$ cat src/rtl/ksa_pkg.sv
// Shared types for the RC4 key-search S-memory phase sequencer and its port mux.
package ksa_pkg;
    localparam int S_ADDR_W = 8;
    localparam int S_DATA_W = 8;

    typedef logic [3:0] phase_t;
    localparam phase_t PH_IDLE     = 4'd0;
    localparam phase_t PH_INIT_ST  = 4'd1;
    localparam phase_t PH_INIT_RUN = 4'd2;
    localparam phase_t PH_SHUF_ST  = 4'd3;
    localparam phase_t PH_SHUF_RUN = 4'd4;
    localparam phase_t PH_DEC_ST   = 4'd5;
    localparam phase_t PH_DEC_RUN  = 4'd6;
    localparam phase_t PH_DONE     = 4'd7;
    localparam phase_t PH_ABORT    = 4'd8;
    localparam phase_t PH_ERROR    = 4'd9;

    typedef struct packed {
        logic [S_ADDR_W-1:0] addr;
        logic [S_DATA_W-1:0] data;
        logic                wren;
    } s_mem_req_t;

    localparam logic [1:0] CL_INIT = 2'd0;
    localparam logic [1:0] CL_SHUF = 2'd1;
    localparam logic [1:0] CL_DEC  = 2'd2;

    function automatic logic is_run(input phase_t p);
        return (p == PH_INIT_RUN) || (p == PH_SHUF_RUN) || (p == PH_DEC_RUN);
    endfunction

    function automatic logic [1:0] client_of(input phase_t p);
        case (p)
            PH_SHUF_ST, PH_SHUF_RUN: return CL_SHUF;
            PH_DEC_ST, PH_DEC_RUN:   return CL_DEC;
            default:                 return CL_INIT;
        endcase
    endfunction
endpackage

$ cat src/rtl/s_mem_port_mux.sv
// 3:1 select of S-memory requests by client index; an invalid grant drives an idle (all-zero) request.
module s_mem_port_mux
    import ksa_pkg::*;
(
    input  s_mem_req_t [2:0] req,
    input  logic [1:0]       sel,
    input  logic             valid,
    output s_mem_req_t       gnt
);
    always_comb begin
        gnt = '0;
        if (valid) begin
            case (sel)
                CL_INIT: gnt = req[CL_INIT];
                CL_SHUF: gnt = req[CL_SHUF];
                CL_DEC:  gnt = req[CL_DEC];
                default: gnt = '0;
            endcase
        end
    end
endmodule

$ cat src/rtl/s_mem_phase_sequencer.sv
// Sequences INIT -> SHUFFLE -> DECRYPT ownership of the single-port S memory, with key-change restart
// and a per-phase watchdog.
//
// state    | meaning
// IDLE     | waiting for key_available
// INIT_ST  | start pulse to INIT client
// INIT_RUN | INIT owns memory, waiting for done_in[0]
// SHUF_ST  | start pulse to SHUFFLE client
// SHUF_RUN | SHUFFLE owns memory, waiting for done_in[1]
// DEC_ST   | start pulse to DECRYPT client
// DEC_RUN  | DECRYPT owns memory, waiting for done_in[2]
// DONE     | all phases complete, hold until key_changed
// ABORT    | abort pulse after key change, then restart or idle
// ERROR    | watchdog expired, hold until key_changed
module s_mem_phase_sequencer
    import ksa_pkg::*;
#(
    parameter int ADDR_W      = S_ADDR_W,
    parameter int DATA_W      = S_DATA_W,
    parameter int TIMEOUT_CYC = 8192
) (
    input  logic                   CLOCK_50,
    input  logic                   reset,
    input  logic                   key_available,
    input  logic                   key_changed,
    output logic [2:0]             start_out,
    output logic                   abort_out,
    input  logic [2:0]             done_in,
    input  logic [2:0][ADDR_W-1:0] req_addr,
    input  logic [2:0][DATA_W-1:0] req_data,
    input  logic [2:0]             req_wren,
    output logic [ADDR_W-1:0]      mem_address,
    output logic [DATA_W-1:0]      mem_data,
    output logic                   mem_wren,
    output logic [3:0]             phase,
    output logic                   busy,
    output logic                   all_done,
    output logic                   error
);
    localparam int WD_W = $clog2(TIMEOUT_CYC) + 1;

    phase_t           state;
    phase_t           state_nx;
    logic [WD_W-1:0]  wd;
    logic [WD_W-1:0]  wd_inc;
    logic             wd_hit;
    logic             run_active;
    logic [1:0]       client;
    logic             done_cur;
    s_mem_req_t [2:0] req;
    s_mem_req_t       gnt;

    assign req = {req_addr[2], req_data[2], req_wren[2],
                  req_addr[1], req_data[1], req_wren[1],
                  req_addr[0], req_data[0], req_wren[0]};

    assign run_active = is_run(state);
    assign client     = client_of(state);
    assign done_cur   = done_in[client];
    assign wd_inc     = wd + 1'b1;
    // Expiry lands ERROR exactly TIMEOUT_CYC cycles after the X_ST cycle.
    assign wd_hit     = (wd_inc == WD_W'(TIMEOUT_CYC - 1));

    always_comb begin
        state_nx = state;
        if (key_changed && state != PH_IDLE) begin
            state_nx = PH_ABORT;
        end else begin
            case (state)
                PH_IDLE:     if (key_available) state_nx = PH_INIT_ST;
                PH_INIT_ST:  state_nx = PH_INIT_RUN;
                PH_SHUF_ST:  state_nx = PH_SHUF_RUN;
                PH_DEC_ST:   state_nx = PH_DEC_RUN;
                PH_INIT_RUN: if (done_cur) state_nx = PH_SHUF_ST;
                             else if (wd_hit) state_nx = PH_ERROR;
                PH_SHUF_RUN: if (done_cur) state_nx = PH_DEC_ST;
                             else if (wd_hit) state_nx = PH_ERROR;
                PH_DEC_RUN:  if (done_cur) state_nx = PH_DONE;
                             else if (wd_hit) state_nx = PH_ERROR;
                PH_ABORT:    state_nx = key_available ? PH_INIT_ST : PH_IDLE;
                PH_DONE:     state_nx = PH_DONE;
                PH_ERROR:    state_nx = PH_ERROR;
                default:     state_nx = PH_IDLE;
            endcase
        end
    end

    always_ff @(posedge CLOCK_50 or negedge reset) begin
        if (!reset) begin
            state     <= PH_IDLE;
            wd        <= '0;
            start_out <= 3'b000;
            abort_out <= 1'b0;
            error     <= 1'b0;
        end else begin
            state     <= state_nx;
            wd        <= run_active ? wd_inc : '0;
            start_out <= {state_nx == PH_DEC_ST, state_nx == PH_SHUF_ST, state_nx == PH_INIT_ST};
            abort_out <= (state_nx == PH_ABORT) || (state_nx == PH_ERROR && state != PH_ERROR);
            error     <= (state_nx == PH_ERROR);
        end
    end

    s_mem_port_mux u_port_mux (
        .req   (req),
        .sel   (client),
        .valid (run_active),
        .gnt   (gnt)
    );

    assign mem_address = gnt.addr;
    assign mem_data    = gnt.data;
    assign mem_wren    = gnt.wren;
    assign phase       = state;
    assign busy        = (state >= PH_INIT_ST) && (state <= PH_DEC_RUN);
    assign all_done    = (state == PH_DONE);
endmodule
$ cat config.mk
export PLATFORM = sky130hd
export DESIGN_NAME = s_mem_phase_sequencer
export DESIGN_NICKNAME = d
export VERILOG_FILES = /design/src/rtl/ksa_pkg.sv /design/src/rtl/s_mem_port_mux.sv /design/src/rtl/s_mem_phase_sequencer.sv
export SDC_FILE = /design/constraint.sdc
export NUM_CORES = 1
export LEC_CHECK = 0
export BUFFER_PORTS_ARGS = -buffer_cell sky130_fd_sc_hd__buf_4
export CAP_MARGIN = 20
export CORE_ASPECT_RATIO = 1.75
export CORE_MARGIN = 4
export CORE_UTILIZATION = 52
export CTS_CLUSTER_DIAMETER = 200
export DETAILED_ROUTE_END_ITERATION = 7
export PLACE_DENSITY = 0.95
export SETUP_SLACK_MARGIN = 0.05
export SLEW_MARGIN = 30
export SYNTH_ARGS = -nofsm -noshare
export SYNTH_HDL_FRONTEND = slang
export SYNTH_HIERARCHICAL = 1
export SYNTH_SLANG_ARGS = --single-unit
$ cat constraint.sdc
create_clock -name CLOCK_50 -period 3.7 [get_ports CLOCK_50]
set_input_delay 0.37 -clock CLOCK_50 [delete_from_list [all_inputs] [get_ports CLOCK_50]]
set_output_delay 0.37 -clock CLOCK_50 [all_outputs]
set_load 0.02 [all_outputs]
After elaboration in Yosys (flattened, before gate mapping)

Cells that the tools add are included.
Widths: inputs -> output; s select.

Mux-type cells: 14
Eq/ne operators: 18
Reduce and logical (&&, ||, !) cells: 11
Add/subtract/negate cells: 1
$lt $le $gt $ge: 3

Operators with widths:

| cell                  | number |
|---|---|
| $pmux 17 s3           | 1 |
| $pmux 4 s10           | 1 |
| $mux 4                | 6 |
| $eq 4x3->1 const B    | 5 |
| $mux 17               | 1 |
| $eq 4x4->1 const B    | 4 |
| $add 14x1->14 const B | 1 |
| $eq 14x13->1 const B  | 1 |
| $mux 14               | 1 |
| $eq 4x2->1 const B    | 3 |
| $eq 4x1->1 const B    | 2 |
| $ge 4x1->1 const B    | 1 |
| $le 4x3->1 const B    | 1 |
| $logic_not 4->1       | 1 |
| $ne 4x4->1 const B    | 1 |
| $pmux 2 s2            | 1 |
| $reduce_bool 4->1     | 1 |
| $reduce_or 2->1       | 2 |
| $logic_and 1x1->1     | 3 |
| $logic_or 1x1->1      | 3 |
| $lt 2x3->1 const B    | 1 |
| $bmux 1 s2            | 1 |
| $eq 2x1->1 const B    | 1 |
| $eq 2x2->1 const B    | 1 |
| other kinds (2)       | 3 |

Input port bits: 58
Output and inout bits: 28
Flip-flop bits (word level): 23

Longest topological paths before layout

Word-level depth: 11
Gate-level depth with buffers: 8
Depth with buffers taken out: 7

Cells and area by module

Netlist, hierarchy kept.

By module, submodules not included:

| module                | cells each | area an instance (sq um) | instances |
|---|---|---|---|
| s_mem_phase_sequencer | 159        | 1423.9                   | 1 |
| s_mem_port_mux        | 76         | 560.5                    | 1 |

Worst setup path after synthesis

OpenSTA, ideal clock, no wires.

Path type: register to register
From: reg wd[0]
To: reg start_out[1]
Data required time: 3.620 ns
Stages on the path, launching flop included: 9
Clock period less this slack: 2.171 ns
Setup slack: 1.529 ns
Arrival: 2.091 ns
Path through: dfrtp_1 -> ha_1 -> nand3_2 -> or3_1 -> a2111oi_0 -> and4_1 -> buf_6 -> o41ai_4 -> nor3b_2

Cells in the longest elaborated chain, start to end: 7

Ends and longest elaborated chain:

| element                   | line                                                                                  | source |
|---|---|---|
| start: declaration        | s_mem_phase_sequencer.sv:44                                                           | `logic [WD_W-1:0] wd;` |
| start signal: assignment  | s_mem_phase_sequencer.sv:97                                                           | `wd <= run_active ? wd_inc : '0;` |
| $add 14x1->14 *           | s_mem_phase_sequencer.sv:60                                                           | `assign wd_inc = wd + 1'b1;` |
| $eq 14x13->1 *            | s_mem_phase_sequencer.sv:62                                                           | `assign wd_hit = (wd_inc == WD_W'(TIMEOUT_CYC - 1));` |
| $mux 4 *                  | s_mem_phase_sequencer.sv:75, s_mem_phase_sequencer.sv:77, s_mem_phase_sequencer.sv:79 |  |
| $mux 4 (on tied branches) | s_mem_phase_sequencer.sv:78, s_mem_phase_sequencer.sv:74, s_mem_phase_sequencer.sv:76 |  |
| $pmux 4 s10 *             | s_mem_phase_sequencer.sv:69                                                           | `case (state)` |
| $mux 4 *                  | s_mem_phase_sequencer.sv:66                                                           | `if (key_changed && state != PH_IDLE) begin` |
| $eq 4x2->1 *              | s_mem_phase_sequencer.sv:98                                                           | `start_out <= {state_nx == PH_DEC_ST, state_nx == PH_SHUF_ST, state_nx == PH_INIT_ST};` |
| end signal: assignment    | s_mem_phase_sequencer.sv:98                                                           |  |
| end: declaration          | s_mem_phase_sequencer.sv:26                                                           | `output logic [2:0] start_out,` |

Every way passes the cells marked *; elsewhere a longest branch is shown, timed or not.

Final worst setup path

From: reg state[3] (netlist: phase[3])
To: out mem_address[5]

Cells in the longest elaborated chain, start to end: 6

Ends and longest elaborated chain:

| element                                         | line                        | source |
|---|---|---|
| start: declaration                              | s_mem_phase_sequencer.sv:42 | `phase_t state;` |
| start signal: assignment                        | s_mem_phase_sequencer.sv:96 | `state <= state_nx;` |
| $eq 4x3->1 / $eq 4x2->1 (equally long branches) | ksa_pkg.sv:33               | `case (p)` |
| $reduce_or 2->1                                 | ksa_pkg.sv:33               |  |
| $pmux 2 s2 *                                    | ksa_pkg.sv:33               |  |
| named net client[1]                             | s_mem_phase_sequencer.sv:48 | `logic [1:0] client;` |
| $eq 2x2->1 (tied with other cells)              | s_mem_port_mux.sv:13        | `case (sel)` |
| $pmux 17 s3 *                                   | s_mem_port_mux.sv:13        |  |
| $mux 17 *                                       | s_mem_port_mux.sv:12        | `if (valid) begin` |
| end: declaration                                | s_mem_phase_sequencer.sv:32 | `output logic [ADDR_W-1:0] mem_address,` |

The timed path passes the listed nets; every way through them passes the cells marked *.

==> summary.md <==
| Metric | Value |
|---|---|
| Setup crit end kind | `output pin` |
| Die height | `89.7 microns` |
| PwrDens | `378 mW/mm^2` |
| Htree depth | `1` |
| I/O Pins | `86` |
| R2r setup slk | `1170 ps` |
| RSZ-0062 raised after global routing | `no` |
| Synthesized area per cell | `8.44 sq um` |
| Fin crit share | `0.705` |
| Final period demand of the worst path | `~2600 ps` |
| Max-Cap Viols | `0` |
| Outcome | `complete, no violations` |
| RR Endpoint | `start_out[1]` |
| Ys flop type | `dfrtp_1` |
| Cell Chain, Critical Path | `inv_1 -> nand2_1 -> nor2_2 -> buf_4 -> mux2i_1 -> o21ai_1 -> and2_1 -> buf_4` |
| RR Startpoint | `wd[0]` |
| WHS Path Cells | `2` |
| DR vias | `a little over 2,000` |
| Final setup violation count | `0` |
| Residual DRC count | `0` |
| Most Frequent Cell on Critical Path | `buf_4` |
| Port bufs | `85` |
| Critical path startpoint | `phase[3]` |
| Per-cell routed wire length | `15.1 microns` |
| Register area | `about 580 sq um` |
| R2r worst-path depth | `7` |
| CTS root buffer | `clkbuf_8` |
| Die footprint | `0.00491 sq mm` |
| First DRT Iteration DRCs | `44` |
| Num CTS Buffers | `3` |
| Leak | `1.14 nW` |
| FILL cells | `271` |
| CTS max path bufs | `2` |
| Pin count of the biggest net entering global routing | `35` |
| Number of synthesized flops with an enable pin | `0` |
| Worst slew pin tran | `between 600 and 700 ps` |
| #FFs+latches synth | `23` |
| Drt via density | `5.68` |
| Final Non-Filler Cells | `358` |
| Top delay family on crit path | `buffers and inverters` |
| Area grow syn2layout | `33.6%` |
| VDD IR max | `0.000382 V` |
| Max stage delay cell, worst path | `dfrtp_1` |
| Setup crit start kind | `flop` |
| Most frequent cells in the layout | `buf_4, dfrtp_1, nor2_1, nand3b_1` |
| Grt total ovfl | `0` |
| Total GRT Usage | `0.220` |
| Synth cell types | `47` |
| TNS Setup | `0 ps` |
| Max Used Layer | `met4` |
| WL final | `5.42 mm` |
| Post-CTS sizing | `0` |
| CP bufs+invs | `3` |
| CTS clk-pin slew, worst paths | `80 ps` |
| WP data required | `3330 ps` |
| Pins Over Slew Limit | `0` |
| Final Hold Fails | `0` |
| Vias in the first global route | `around 1,900` |
| CTS tree | `done` |
| Mapped cell area | `0.00198 sq mm` |
| FP Rows | `29` |
| Nets | `~370` |
| Multi-input logic area | `0.00127 sq mm` |
| Asr flop ratio synth | `1.00` |
| Synthesized instance count | `around 240` |
| Final Skew | `around 1.2 ps` |
| Hold_sp | `key_changed` |
| Met3 wire len | `611 microns` |
| Post-CTS setup buffers | `0` |
| Synthesized Nets | `295` |
| Highest Clock Rate | `0.384 GHz` |
| Worst EP arrival | `roughly 2200 ps` |
| Starting Density | `0.541` |
| Sequential area share after synthesis | `0.290` |
| Wire length on met1 | `1.82 mm` |
| Worst skew pair latency | `approximately 270 ps` |
| Initial antenna violation count | `0` |
| Share of layout cells above drive strength 1 | `0.337` |
| First-pass GRT wire length | `8.27 mm` |
| Cts hold-fix bufs | `1` |
| Ant diodes | `0` |
| Met2 WL | `2.80 mm` |
| Core box area | `about 0.0037 sq mm` |
| CTS sink cnt | `23` |
| Width of the die | `~55 microns` |
| Crit path max fanout | `34` |
| GP Congestion | `0.871` |
| Number of synthesis warnings | `6` |
| Most common cell after layout, fill and taps aside | `buf_4` |
| Kind of critical path | `flop to output pin` |
| Max_slew headroom | `0.539` |
| Hold Path Class | `primary input to flop` |
| Antenna viol nets, final | `0` |
| HPWL after DPL | `4.24 mm` |
| Post-Place Cells | `353` |
| WHS Endpoint | `phase[1]` |
| DR pass1 iterations | `4` |
| CP max stage delay | `550 ps` |
cells in the mapped netlist, types with 2 or more instances:
| library cell | count | share of area |
|---|---|---|
| or2_2 | 2 | 0.0063 |
| nor4_1 | 2 | 0.0063 |
| nand3_1 | 3 | 0.0076 |
| and2_1 | 18 | 0.057 |
| buf_2 | 5 | 0.013 |
| nand3b_1 | 19 | 0.072 |
| o21ai_0 | 7 | 0.018 |
| a21oi_1 | 12 | 0.030 |
| buf_4 | 2 | 0.0076 |
| nor3_1 | 7 | 0.018 |
| a2111oi_0 | 2 | 0.0088 |
| ha_1 | 2 | 0.013 |
| nor2_1 | 22 | 0.042 |
| nand2b_1 | 2 | 0.0063 |
| o21ai_1 | 18 | 0.045 |
| dfrtp_1 | 23 | 0.29 |
| xnor2_1 | 5 | 0.022 |
| nand2_1 | 10 | 0.019 |
| inv_1 | 9 | 0.017 |
| nand4_1 | 3 | 0.0095 |
| nor3b_2 | 2 | 0.013 |
| xor2_1 | 7 | 0.031 |
| clkbuf_1 | 5 | 0.0095 |
| buf_6 | 3 | 0.017 |
| or3_1 | 5 | 0.016 |
| mux2i_1 | 18 | 0.091 |
| o22ai_1 | 2 | 0.0063 |
report_power, final:
part / switching, mW / internal, mW / total [mW]
sequential: 0.0656 / 0.281 / 0.346
combinational: 0.270 / 0.231 / 0.501
clock: 0.0804 / 0.0753 / 0.156
total: 0.416 / 0.588 / 1.00
through the flow:
stage	hold WS, ps	instance area, sq um	utilization	power [mW]	setup WS, ps
2_1_floorplan	74.4	1980	-	0.654	1530
3_5_place_dp	273	2590	0.708	0.852	1210
5_1_grt	310	2650	0.723	1.07	847
4_1_cts	301	2650	0.723	1.01	1110
3_3_place_gp	267	2590	0.708	0.840	1330
6_report	306	2650	0.723	1.00	1090
how the worst max path moves through the flow:
| stage | slack (ps) | cells past startpoint | endpoint |
|---|---|---|---|
| after global placement | 1330 | 7 | start_out[1] |
| after floorplan | 1530 | 8 | start_out[1] |
| after detailed placement | 1210 | 7 | start_out[1] |
| after global routing | 850 | 9 | mem_wren |
| after CTS | 1110 | 8 | mem_address[6] |
| final | 1090 | 8 | mem_address[5] |
logic make-up (layout without fill, tap and decap cells):
logic type / count (synthesis) / count (layout) / synth area share
adder cells (fa/ha/maj): 3 / 3 / 0.0177
XOR/XNOR: 12 / 12 / 0.0530
flip-flops: 23 / 23 / 0.290
AND/OR/NAND/NOR: 105 / 105 / 0.318
multiplexers: 18 / 18 / 0.0908
AO/OA/AOI/OAI: 49 / 49 / 0.157
buffers and inverters: 25 / 102 / 0.0738
layer usage:
metal,vias up,track usage
met3,19,0.0563
li1,986,-
met1,933,0.205
met2,96,0.393
met5,-,0
met4,0,0.127
state kept, by name, indices dropped and copies added, names as in the netlist:
name / flops
start_out: 3
wd: 14
abort_out: 1
error: 1
phase: 4
layout make-up:
cell class | count | area share
Timing Repair Buffer | 89 | 0.253
Sequential cell | 23 | 0.217
Clock inverter | 1 | 0.00189
Clock buffer | 3 | 0.0156
Tap cell | 46 | 0.0217
Multi-Input combinational cell | 187 | 0.478
Inverter | 9 | 0.0127
worst register-to-register path, delay by kind of cell, from the launching register on:
kind	cells	cell delay, ps
compound gates	2	520
fa+ha+maj	1	310
flops	1	460
simple gates	4	1130
Note: power is estimated with default switching activity, not from simulation.
